**src/rtl/updn_count_arb_pkg.sv**
```systemverilog
// Shared definitions for the up/down count arbiter: FSM encoding and default sizing.
package updn_count_arb_pkg;

  localparam int unsigned DefWidth = 3;
  localparam int unsigned DefBurst = 4;

  // Step counter is wide enough for the largest legal burst (15).
  localparam int unsigned StepWidth = 4;

  typedef logic [1:0] state_t;

  localparam state_t StIdle  = 2'd0;
  localparam state_t StRunUp = 2'd1;
  localparam state_t StRunDn = 2'd2;
  localparam state_t StTurn  = 2'd3;

  function automatic logic [StepWidth-1:0] last_step(input int unsigned burst);
    return StepWidth'(burst - 1);
  endfunction

endpackage

```
**src/rtl/updn_count_arb_if.sv**
```systemverilog
// Request/grant/count bundle between the two requesters and the arbiter.
interface updn_count_arb_if
  import updn_count_arb_pkg::*;
#(
  parameter int unsigned WIDTH = DefWidth
) ();

  logic             req_up;
  logic             req_dn;
  logic [WIDTH-1:0] count;
  logic             gnt_up;
  logic             gnt_dn;
  logic             done;
  logic             busy;

  modport master (
    output req_up,
    output req_dn,
    input  count,
    input  gnt_up,
    input  gnt_dn,
    input  done,
    input  busy
  );

  modport slave (
    input  req_up,
    input  req_dn,
    output count,
    output gnt_up,
    output gnt_dn,
    output done,
    output busy
  );

endinterface

```
**src/rtl/updn_count_core.sv**
```systemverilog
// Shared count register: increments, decrements or holds; wraps modulo 2^WIDTH.
module updn_count_core
  import updn_count_arb_pkg::*;
#(
  parameter int unsigned WIDTH = DefWidth
) (
  input  logic             clk,
  input  logic             rst,
  input  logic             inc,
  input  logic             dec,
  output logic [WIDTH-1:0] count
);

  logic [WIDTH-1:0] count_d;

  always_comb begin
    count_d = count;
    if (inc) begin
      count_d = count + WIDTH'(1);
    end else if (dec) begin
      count_d = count - WIDTH'(1);
    end
  end

  always_ff @(posedge clk) begin
    if (rst) begin
      count <= '0;
    end else begin
      count <= count_d;
    end
  end

endmodule

```
**src/rtl/updn_count_arb.sv**
```systemverilog
// Round-robin arbiter granting fixed-length up or down count bursts on a shared counter.
module updn_count_arb
  import updn_count_arb_pkg::*;
#(
  parameter int unsigned WIDTH = DefWidth,
  parameter int unsigned BURST = DefBurst
) (
  input logic             clk,
  input logic             rst,
  updn_count_arb_if.slave bus
);

  localparam logic [StepWidth-1:0] LastStep = last_step(BURST);

  state_t               state_q, state_d;
  logic [StepWidth-1:0] step_q, step_d;
  logic                 last_up_q, last_up_d;
  logic                 inc, dec;

  always_comb begin
    state_d   = state_q;
    step_d    = step_q;
    last_up_d = last_up_q;
    case (state_q)
      StIdle: begin
        // Up wins when alone, or when both request and down was served last.
        if (bus.req_up && (!bus.req_dn || !last_up_q)) begin
          state_d   = StRunUp;
          step_d    = '0;
          last_up_d = 1'b1;
        end else if (bus.req_dn) begin
          state_d   = StRunDn;
          step_d    = '0;
          last_up_d = 1'b0;
        end
      end
      StRunUp, StRunDn: begin
        if (step_q == LastStep) begin
          state_d = StTurn;
          step_d  = '0;
        end else begin
          step_d = step_q + StepWidth'(1);
        end
      end
      StTurn: begin
        state_d = StIdle;
      end
      default: begin
        state_d = StIdle;
      end
    endcase
  end

  always_ff @(posedge clk) begin
    if (rst) begin
      state_q   <= StIdle;
      step_q    <= '0;
      last_up_q <= 1'b0;
    end else begin
      state_q   <= state_d;
      step_q    <= step_d;
      last_up_q <= last_up_d;
    end
  end

  // Steps are taken on every edge spent in a run state, including the one leaving it.
  assign inc = (state_q == StRunUp);
  assign dec = (state_q == StRunDn);

  updn_count_core #(
    .WIDTH(WIDTH)
  ) u_core (
    .clk  (clk),
    .rst  (rst),
    .inc  (inc),
    .dec  (dec),
    .count(bus.count)
  );

  assign bus.gnt_up = (state_q == StRunUp);
  assign bus.gnt_dn = (state_q == StRunDn);
  assign bus.done   = (state_q == StTurn);
  assign bus.busy   = (state_q != StIdle);

endmodule

```
**src/flat_wrapper.sv**
```systemverilog
// flat-port wrapper written by rule: the top's interface ports become plain ports
module updn_count_arb_flat import updn_count_arb_pkg::*;
#(
  parameter int unsigned WIDTH = DefWidth,
  parameter int unsigned BURST = DefBurst
)
  (clk, rst, bus_req_up, bus_req_dn, bus_count, bus_gnt_up, bus_gnt_dn, bus_done, bus_busy);
  updn_count_arb_if #(.WIDTH(WIDTH)) bus_i ();
  input logic clk;
  input logic rst;
  input wire logic [$bits(bus_i.req_up)-1:0] bus_req_up;
  input wire logic [$bits(bus_i.req_dn)-1:0] bus_req_dn;
  output wire logic [$bits(bus_i.count)-1:0] bus_count;
  output wire logic [$bits(bus_i.gnt_up)-1:0] bus_gnt_up;
  output wire logic [$bits(bus_i.gnt_dn)-1:0] bus_gnt_dn;
  output wire logic [$bits(bus_i.done)-1:0] bus_done;
  output wire logic [$bits(bus_i.busy)-1:0] bus_busy;
  assign bus_i.req_up = bus_req_up;
  assign bus_i.req_dn = bus_req_dn;
  assign bus_count = bus_i.count;
  assign bus_gnt_up = bus_i.gnt_up;
  assign bus_gnt_dn = bus_i.gnt_dn;
  assign bus_done = bus_i.done;
  assign bus_busy = bus_i.busy;
  updn_count_arb #(.WIDTH(WIDTH), .BURST(BURST)) u_core (.clk(clk), .rst(rst), .bus(bus_i));
endmodule
```
**config.mk**
```make
export PLATFORM = sky130hd
export DESIGN_NAME = updn_count_arb_flat
export DESIGN_NICKNAME = d
export VERILOG_FILES = /design/src/rtl/updn_count_arb_pkg.sv /design/src/rtl/updn_count_arb_if.sv /design/src/rtl/updn_count_core.sv /design/src/rtl/updn_count_arb.sv /design/src/flat_wrapper.sv
export SDC_FILE = /design/constraint.sdc
export NUM_CORES = 1
export LEC_CHECK = 0
export CORE_AREA = 2 2 39 41
export CTS_BUF_LIST = sky130_fd_sc_hd__clkbuf_8 sky130_fd_sc_hd__clkbuf_16
export DETAILED_ROUTE_END_ITERATION = 6
export DIE_AREA = 0 0 41 43
export PLACE_DENSITY = 0.71
export SETUP_SLACK_MARGIN = 0.4
export SLEW_MARGIN = 5
export SYNTH_ARGS = -nofsm -noshare
export SYNTH_HDL_FRONTEND = slang
export SYNTH_HIERARCHICAL = 1
export SYNTH_SLANG_ARGS = --single-unit
```
**constraint.sdc**
```tcl
create_clock -name clk -period 2 [get_ports clk]
set_input_delay 0.3 -clock clk [delete_from_list [all_inputs] [get_ports clk]]
set_output_delay 0.3 -clock clk [all_outputs]
set_load 0.01 [all_outputs]
```
# Word-level counts from Yosys, hierarchy flattened
# Cells that the tools add are included.
word_totals:
  regBits: 10
  inputBits: 4
  out_inout_bits: 7
  wordCells: 38
op_classes:
  n_addsub: 3
  eq_ne: 6
  muxes: 12
  n_reduce_logical: 13
ops:
  columns: ["operator", "count"]
  rows:
  - ["$mux 4", 3]
  - ["$pmux 4 s2", 1]
  - ["$reduce_bool 2->1", 4]
  - ["$mux 2", 3]
  - ["$mux 3", 2]
  - ["$pmux 2 s3", 1]
  - ["$reduce_and 2->1", 3]
  - ["$add 4x1->4 const B", 1]
  - ["$eq 2x2->1 const B", 2]
  - ["$eq 4x2->1 const B", 1]
  - ["$add 3x1->3 const B", 1]
  - ["$ne 3x2->1 const B", 1]
  - ["$sub 3x1->3 const B", 1]
  - ["$eq 2x1->1 const B", 1]
  - ["$logic_not 1->1", 2]
  - ["$logic_not 2->1", 1]
  - ["$mux 1", 2]
  - ["$ne 2x1->1 const B", 1]
  - ["$reduce_or 2->1", 1]
  - ["$logic_and 1x1->1", 1]
  - ["$logic_or 1x1->1", 1]

# Longest topological paths before layout
logic_depth:
  word_depth: 5
  mapped_depth: 7
  mapped_depth_nobuf: 7

# By module
# The synthesis kept the hierarchy.
modules_own_cells:
  columns: ["mod", "instances", "cells_each", "area_each_um2"]
  rows:
  - ["updn_count_arb", 1, 49, 446.7]
  - ["updn_count_core", 1, 16, 147.6]

# Worst setup path before layout
# Ideal clock, no wire load.
synth_path:
  path_type: "register to register"
  start: "reg u_core.state_q[1]"
  end: "reg u_core.u_core.count[2]"
  arrival_time_ns: 1.822
  slack_ns: 0.112
  stages_incl_launch_ff: 8
  period_less_slack_ns: 1.888
  path_cell_list: "dfxtp_1 inv_1 ha_1 inv_1 fa_1 or3b_1 a21o_1 a21oi_2"
synth_between:
  elab_chain_cells: 2
synth_lines:
  columns: ["item", "line_no", "rtl"]
  rows:
  - ["from (decl)", "updn_count_arb.sv:15", "state_t state_q, state_d;"]
  - ["from (signal assigned)", "updn_count_arb.sv:56", "state_q <= StIdle;"]
  - ["from (signal assigned)", "updn_count_arb.sv:60", "state_q <= state_d;"]
  - ["$eq 2x1->1 (*)", null, null]
  - ["named net bus_gnt_up", "flat_wrapper.sv:14", "output wire logic [$bits(bus_i.gnt_up)-1:0] bus_gnt_up;"]
  - ["$mux 3 / $reduce_bool 2->1 (equally long branches)", null, null]
  - ["to (signal assigned)", "updn_count_core.sv:29", "count <= count_d;"]
  - ["to (decl)", "updn_count_core.sv:11", "output logic [WIDTH-1:0] count"]
# Mark *: on every way through the listed nets, which the timed path passes. The rest lies on a longest branch.
# A chain may end at the register's enable or synchronous reset.

# Worst setup path after layout
layout_path:
  start: "reg u_core.state_q[1]"
  end: "reg u_core.u_core.count[2]"
layout_between:
  elab_chain_cells: 2
layout_lines:
  columns: ["item", "line_no"]
  rows:
  - ["$eq 2x1->1 / $eq 2x2->1 (equally long branches)", "updn_count_arb.sv:67, updn_count_arb.sv:68"]
  - ["$mux 3 / $reduce_bool 2->1 (equally long branches)", null]
# Several ways; a longest one is shown, not always the timed one.

==> results.ini <==
[cts]
htree_levels = 1
cts.sink_count = 10
cts_buffers = 3
clock_path_buffers = 2
cts.root.buffer_cell = clkbuf_8
clk_transition_reported_paths_ns = 0.05
tritoncts = done
insertion_delay_ns = 0.24

[global_route]
grt_pass1_wl_mm = 1.88
via_count_of_the_first_global_routing_pass = 456
grt_ovf = 0
global_route.usage.total_pct = 16.3
antenna_found_initial = 0
maximum_number_of_pins_on_one_net_before_global_route_repair = 8

[logic_synthesis]
synthesized_area_divided_by_synthesized_cell_count_um2 = 9.14
synth_enable_flop_cells = 0
post_syn_instances = 65
post_synth_most_frequent_cells = dfxtp_1 (10), ha_1 (5), nor2_1 (5), o21ai_0 (5)
synth_warnings = 6
postSynthRegisterBits = 10
area_leader_netlist = dfxtp_1
syn_area_um2 = 594
mappedNetlistNets = 75
post-synth-top-count-cell = dfxtp_1
synth_top_area_share_pct = 33.7
asyncSetResetFlopFracSynth_pct = 0
synth_ff_type = dfxtp_1
ys_types = 29
yosysSeqAreaShare_pct = 33.7
synthTopCellsByArea = dfxtp_1 (34%), ha_1 (11%), o21ai_0 (4.2%), or4_1 (3.8%), fa_1 (3.4%)

[cells_and_area]
seqCellArea_um2 = 203
postLayoutCellArea_um2 = 816
layout-drive-gt1-share_pct = 25.9
multi_input_comb_area_um2 = 395
areaGrowthSynthToFinish_pct = 37.3
num_antenna_cells = 0
fillers = 124
final_nets = 92

[worst_setup_path]
worst_ep_arrival_time_ns = 1.81
crit_fanout = 5
crit_path_start_kind = flip-flop
critical_path_class = reg -> reg
critPathRequiredTime_ns = 2.18
end_kind = flip-flop

[die]
die_height_um = 43
pin_count = 11
die-area_um2 = 1760
core_area_um2 = 1380
initial_core_util_pct = 42.9
die-width_um = 41
floorplan.rows = 14

[pwr]
seq_power_share_pct = 27.9
clkPwrFrac_pct = 22.1
power.share.switching_pct = 36.8
internal-power_uw = 730
leakage_power_uw = 0.000343
power.share.combinational_pct = 50.1
switching_power_uw = 425
power.density_nw_per_um2 = 1420
power.ir.vdd_worst_mv = 0.751

[placed_design]
place.detailed.hpwl_um = 887
detailed_place.area_um2 = 734
place.port_buffers = 10
gpl.final_weighted_congestion = 0.812

[sta]
grt_setup_unrepaired = true
hold_viol_final = 0
timing.setup.tns_ns = 0
skew_ns = 0.00446
finalWorstPathRequiredPeriod_ns = 1.64
slew_viol_final = 0
slew-limit-headroom_pct = 75.5
achievable-frequency_mhz = 611
worst_pin_slew_ns = 0.367
setup-violations-final = 0
ratio_of_final_minimum_period_to_clock_period_pct = 81.8

[routing]
drt-total-wl_mm = 1.19
drt-pass1-iter-count = 4
drt_first_iter_violations = 10
via_per_inst = 5.62
num_vias = 545
post_drt_wl_per_cell_um = 12.2
post_route_drc_violation_count = 0
ant_nets = 0

[hold_path]
hold_class = reg -> reg

[flow_run]
max_cap_violations = 0

[status]
status = finished, final reports clean

==> power groups by stage <==
| stage | Sequential, uW | Clock [uW] | Combinational, uW |
|---|---|---|---|
| 3_5_place_dp | 322 | 0 | 561 |
| 4_1_cts | 322 | 258 | 561 |
| 6_report | 322 | 255 | 578 |
| 2_1_floorplan | 325 | 0 | 377 |
| 5_1_grt | 331 | 268 | 646 |
| 3_3_place_gp | 321 | 0 | 559 |
==> registers in the layout, indices dropped and copies added (netlist names) <==
signal	flops
u_core/last_up_q	1
u_core/u_core/count	3
u_core/state_q	2
u_core/step_q	4
==> layout by cell type, fill, tap and decap left out <==
| master | n |
|---|---|
| a2111o_1 | 1 |
| a211o_1 | 1 |
| a21o_1 | 2 |
| a21o_2 | 1 |
| a21oi_1 | 3 |
| a21oi_2 | 1 |
| a221oi_1 | 1 |
| a311oi_1 | 2 |
| a31oi_1 | 1 |
| a41oi_1 | 1 |
| and2_2 | 1 |
| buf_4 | 3 |
| clkbuf_8 | 4 |
| clkdlybuf4s50_1 | 6 |
| dfxtp_1 | 8 |
| dfxtp_2 | 2 |
| dlygate4sd2_1 | 3 |
| dlymetal6s2s_1 | 1 |
| fa_2 | 1 |
| ha_1 | 3 |
| ha_2 | 1 |
| ha_4 | 1 |
| inv_1 | 2 |
| inv_2 | 2 |
| inv_4 | 1 |
| nand2_1 | 3 |
| nand2b_1 | 1 |
| nand3_1 | 4 |
| nor2_1 | 5 |
| nor3b_2 | 1 |
| nor3b_4 | 1 |
| o211ai_1 | 1 |
| o21ai_0 | 5 |
| or2b_1 | 1 |
| or3b_1 | 1 |
| or3b_4 | 1 |
| or4_1 | 3 |
| xor2_1 | 1 |
==> final cells by class <==
type                    instances  area share, %
clock buffers                   4           6.75
inverters                       5           2.61
multi-input cells              49           48.5
flip-flops and latches         10           24.8
well taps                      16           2.45
repair buffers                 13           14.9
==> through the flow <==
step / setup slack, ns / hold WS (ns) / instances / total power [uW] / util (%)
after floorplan: 0.346 / 0.362 / 65 / 702 / -
after global placement: 0.304 / 0.484 / 91 / 879 / 53.1
after detailed placement: 0.283 / 0.491 / 91 / 883 / 53.1
after CTS: 0.361 / 0.498 / 96 / 1140 / 57.7
after global routing: 0.293 / 0.531 / 97 / 1240 / 59.0
final: 0.363 / 0.493 / 97 / 1150 / 59.0
==> cell families (layout without fill, tap and decap cells) <==
family / after synthesis / count (layout) / synth area share [%]
adders and majority gates: 6 / 6 / 13.9
and+or+nand+nor: 22 / 22 / 23.2
xor gates and xnor gates: 1 / 1 / 1.47
DFF: 10 / 10 / 33.7
buffers and inverters: 6 / 22 / 4.00
AOI/OAI and AO/OA: 20 / 20 / 23.8
==> critical path: stages (launching register included) <==
cell and delay, ns:
dfxtp_2 0.34, inv_4 0.07, ha_4 0.15, inv_2 0.04
fa_2 0.33, or3b_4 0.38, a21o_1 0.17, a21oi_2 0.10
==> routing by layer <==
layer	vias to the layer above	share of wire (%)	global-route usage [%]
met5	-	0	0
met4	0	1.6	12.0
met3	2	5.2	6.28
met2	12	47	22.2
met1	257	46	19.9
li1	274	-	-
==> path summary, 6_finish.rpt <==
path | to | cells after the start | from | slack [ns]
hold reg to reg | u_core/u_core/count[2] | 2 | u_core/u_core/count[2] | 0.49
setup / recovery | u_core/u_core/count[2] | 7 | u_core/state_q[1] | 0.36
setup reg to reg | u_core/u_core/count[2] | 7 | u_core/state_q[1] | 0.36
hold / removal | u_core/u_core/count[2] | 2 | u_core/u_core/count[2] | 0.49
==> what timing repair did <==
item,4_1_cts,5_1_grt
hold buffers,0,0
resized for setup,5,3
hold endpoints to repair,0,0
pin swaps,3,0
buffers inserted,1,1
setup endpoints to repair,6,9
(Power assumes the default switching activity.)
